### src/rtl/prbs_pkg.sv
// Shared PRBS-7 definitions: taps, seed, checker states and the word-advance function
// used by both the TX generator and the RX checker so their bit order is identical.
package prbs_pkg;

  localparam int         PRBS7_TAP_A = 7;
  localparam int         PRBS7_TAP_B = 6;
  localparam logic [6:0] PRBS7_SEED  = 7'h7F;
  localparam int         PRBS_MAX_W  = 64;

  typedef enum logic [1:0] {
    HUNT,
    VERIFY,
    LOCKED
  } prbs_state_t;

  // state[0] is the newest bit. The result holds nbits new bits right-aligned,
  // first generated bit at position nbits-1, so result[6:0] is the next state.
  function automatic logic [PRBS_MAX_W-1:0] prbs7_adv(input logic [6:0] state,
                                                      input int         nbits);
    logic [6:0]            s;
    logic                  nb;
    logic [PRBS_MAX_W-1:0] res;
    s   = state;
    res = '0;
    for (int i = 0; i < PRBS_MAX_W; i++) begin
      if (i < nbits) begin
        nb  = s[PRBS7_TAP_A-1] ^ s[PRBS7_TAP_B-1];
        s   = {s[5:0], nb};
        res = {res[PRBS_MAX_W-2:0], nb};
      end
    end
    return res;
  endfunction

endpackage

### src/rtl/prbs_popcount.sv
// Combinational population count of a W-bit vector, built as a balanced adder tree
// over the input padded to the next power of two.
module prbs_popcount
  import prbs_pkg::*;
#(
  parameter int W  = 16,
  parameter int CW = $clog2(W + 1)
) (
  input  logic [W-1:0]  bits,
  output logic [CW-1:0] count
);

  localparam int P = 1 << $clog2(W);

  logic [P-1:0]  padded;
  logic [CW-1:0] node [1:2*P-1];

  // Leaves sit at node[P..2P-1]; node[i] sums its two children, root is node[1].
  always_comb begin
    padded         = '0;
    padded[W-1:0]  = bits;
    for (int i = 0; i < P; i++) begin
      node[P+i] = {{(CW-1){1'b0}}, padded[i]};
    end
    for (int i = P - 1; i >= 1; i--) begin
      node[i] = node[2*i] + node[2*i+1];
    end
    count = node[1];
  end

endmodule

### config.mk
export PLATFORM = sky130hd
export DESIGN_NAME = prbs_popcount
export DESIGN_NICKNAME = d
export VERILOG_FILES = /design/src/rtl/prbs_pkg.sv /design/src/rtl/prbs_popcount.sv
export SDC_FILE = /design/constraint.sdc
export NUM_CORES = 1
export LEC_CHECK = 0
export CAP_MARGIN = 25
export CORE_AREA = 2 2 39 41
export DETAILED_ROUTE_END_ITERATION = 16
export DIE_AREA = 0 0 41 43
export PLACE_DENSITY = 0.66
export RECOVER_POWER = 25
export SLEW_MARGIN = 30
export SYNTH_ARGS = -nofsm -noshare
export SYNTH_HDL_FRONTEND = slang
export SYNTH_SLANG_ARGS = --single-unit
### constraint.sdc
create_clock -name vclk -period 4.16
set_input_delay 0.624 -clock vclk [all_inputs]
set_output_delay 0.624 -clock vclk [all_outputs]
set_load 0.1 [all_outputs]
==> impl_metrics.py <==
metrics = {
    "sta": {
        "setup_slack_ns": -0.211,
        "fmax_mhz": 229,
        "setup_viol": 4,
        "finalHoldViolations": 0,
        "max_slew_margin_pct": 79.8,
        "worst_slew_pin_slew_ns": 0.305,
        "slew_violations": 0,
        "finalCritPeriodShare_pct": 105,
        "fin_tns_setup_ns": -0.716,
        "rsz0062_at_grt": "yes",
        "period_minus_slack_ns": 4.37,
        "whs_ns": 2.18,
    },
    "synth": {
        "synth_commonest_cells": "inv_1 (26), fa_1 (10), ha_1 (5)",
        "synth_area_leaders": "fa_1 (49%), inv_1 (24%), ha_1 (15%)",
        "yosysWarnings": 0,
        "mappedNetlistNets": 78,
        "syn-cell-area_um2": 408,
        "synth_fa_ha_area_share_pct": 64.4,
        "synth.mux.area_fraction_pct": 0,
        "synth.distinct_cells": 8,
        "ys_seq_area_share_pct": 0,
        "synth_top_area_cell": "fa_1",
        "synthMostInstantiatedCell": "inv_1",
        "synth_top_area_share_pct": 49.1,
        "syn_area_per_cell_um2": 8.68,
        "synthSimpleGateAreaFrac_pct": 1.53,
        "syn_inst": 47,
        "synth_top_family_by_area": "adder cells",
        "synth-compound-area-share_pct": 5.83,
        "synth_xor_area_share_pct": 4.29,
    },
    "setup_path": {
        "required_ns": 3.54,
        "cp_cell_sequence": "buf_6 -> inv_2 -> fa_1 -> fa_1 -> fa_1 -> fa_1 -> inv_1 -> ha_2 -> inv_2 -> fa_2 -> nor2b_2 -> o21a_4 -> buf_12",
        "critPathLaunchType": "primary input",
        "crit_arrival_ns": 3.75,
        "crit_family": "adder cells",
        "criticalPathCategory": "primary input to output port",
        "cpPeakStageDelay_ns": 0.54,
        "crit_top_cell": "fa_1",
        "worst-path-buf-inv": 5,
        "cp_slowest_cell": "fa_1",
        "cp_max_fo": 2,
        "endpoint_kind": "output port",
    },
    "placement": {
        "place_congestion": 0.670,
        "dp_hpwl_um": 655,
        "port_buffers": 21,
        "post-place-ws_ns": -0.761,
    },
    "detailed_routing": {
        "drt_wl_total_um": 649,
        "dr.pass1.iters": 1,
        "ant_nets": 0,
        "vias": 331,
        "drtIter0Drc": 0,
        "wl_per_cell_um": 7.38,
        "routed_via_density": 3.76,
        "drc": 0,
    },
    "global_route": {
        "overflow": 0,
        "grt_pass1_wl_um": 1300,
        "grt_max_degree": 4,
        "grt_use_total_pct": 9.86,
        "grt_pass1_vias": 375,
        "antenna_found_initial": 0,
    },
    "finish": {
        "clkbuf_count": 0,
        "n_fill_cell": 129,
        "post_route_cells_drive_above_1_share_pct": 45.8,
        "nNetsFinal": 105,
        "register_area_um2": 0,
        "multi_input_comb_area_um2": 370,
        "n_sequential_cell": 0,
        "synthToLayoutAreaGrowth_pct": 85.6,
        "antenna_cells": 0,
    },
    "clocking": {
        "postCtsSetupBuffers": 0,
    },
    "status": {
        "status": "complete, but fails checks",
        "violations": "negative setup slack",
    },
    "floorplanning": {
        "row_count": 14,
        "die_w_um": 41,
        "die_h_um": 43,
        "design.core.area_mm2": 0.00138,
        "die-area_mm2": 0.00176,
        "initial_utilization_pct": 29.5,
        "ios": 21,
    },
    "run": {
        "cap_violations": 0,
    },
    "worst_hold_path": {
        "hold_path_class": "primary input to output port",
    },
}
-- cells in the final DEF (no fill, tap or decap) --
master,Yosys,layout
buf_12,0,4
a21o_1,1,1
o21a_4,0,1
fa_1,10,9
buf_2,0,5
clkdlybuf4s50_1,0,7
nor2b_2,0,1
xnor2_4,0,2
ha_1,5,4
inv_1,26,18
inv_2,0,6
ha_2,0,1
inv_8,0,1
fa_2,0,1
clkinvlp_4,0,1
clkbuf_4,0,1
buf_6,0,4
a21oi_4,0,1
buf_4,0,4
-- tightest hold or removal path, cell delays in order --
cell and delay, ns:
clkdlybuf4s50_1 0.46, ha_2 0.15, clkbuf_4 0.32
-- metrics by stage --
step | instance area (µm²) | utilization, % | std cells
detailed placement | 779 | 56.3 | 88
finish | 757 | 54.7 | 88
global placement | 779 | 56.3 | 88
floorplan | 469 | - | 47
CTS | 763 | 55.2 | 88
global route | 757 | 54.7 | 88
-- cells by family after synthesis --
logic type	after synthesis
AO/OA/AOI/OAI	3
XOR/XNOR	2
adder cells (fa/ha/maj)	15
buffers and inverters	26
AND/OR/NAND/NOR	1
-- cell type report --
class	count	share of cell area, %
timing repair buffer	25	34.0
inverter	26	14.4
multi-input combinational	21	48.9
tap	16	2.64
-- layer usage --
| metal | vias to the layer above | track usage (%) | share of wire, % |
|---|---|---|---|
| li1 | 173 | - | - |
| met1 | 148 | 13.4 | 38 |
| met2 | 10 | 17.8 | 56 |
| met3 | 0 | 0 | 5.9 |
| met4 | 0 | 0 | 0 |
| met5 | - | 0 | 0 |
-- what timing repair did --
action	CTS	global route
cloned	0	0
pin swaps	11	7
hold buffers	0	0
gates resized for setup	38	2
endpoints found under the setup margin	5	4
-- final timing paths --
check                   to  depth (start not counted)     start
setup / recovery  count[4]                         13  bits[13]
hold / removal    count[0]                          3   bits[2]
Power is left out: the tool's default activity adds up to more than one toggle a clock period on the data nets, which glitch-free logic cannot reach.
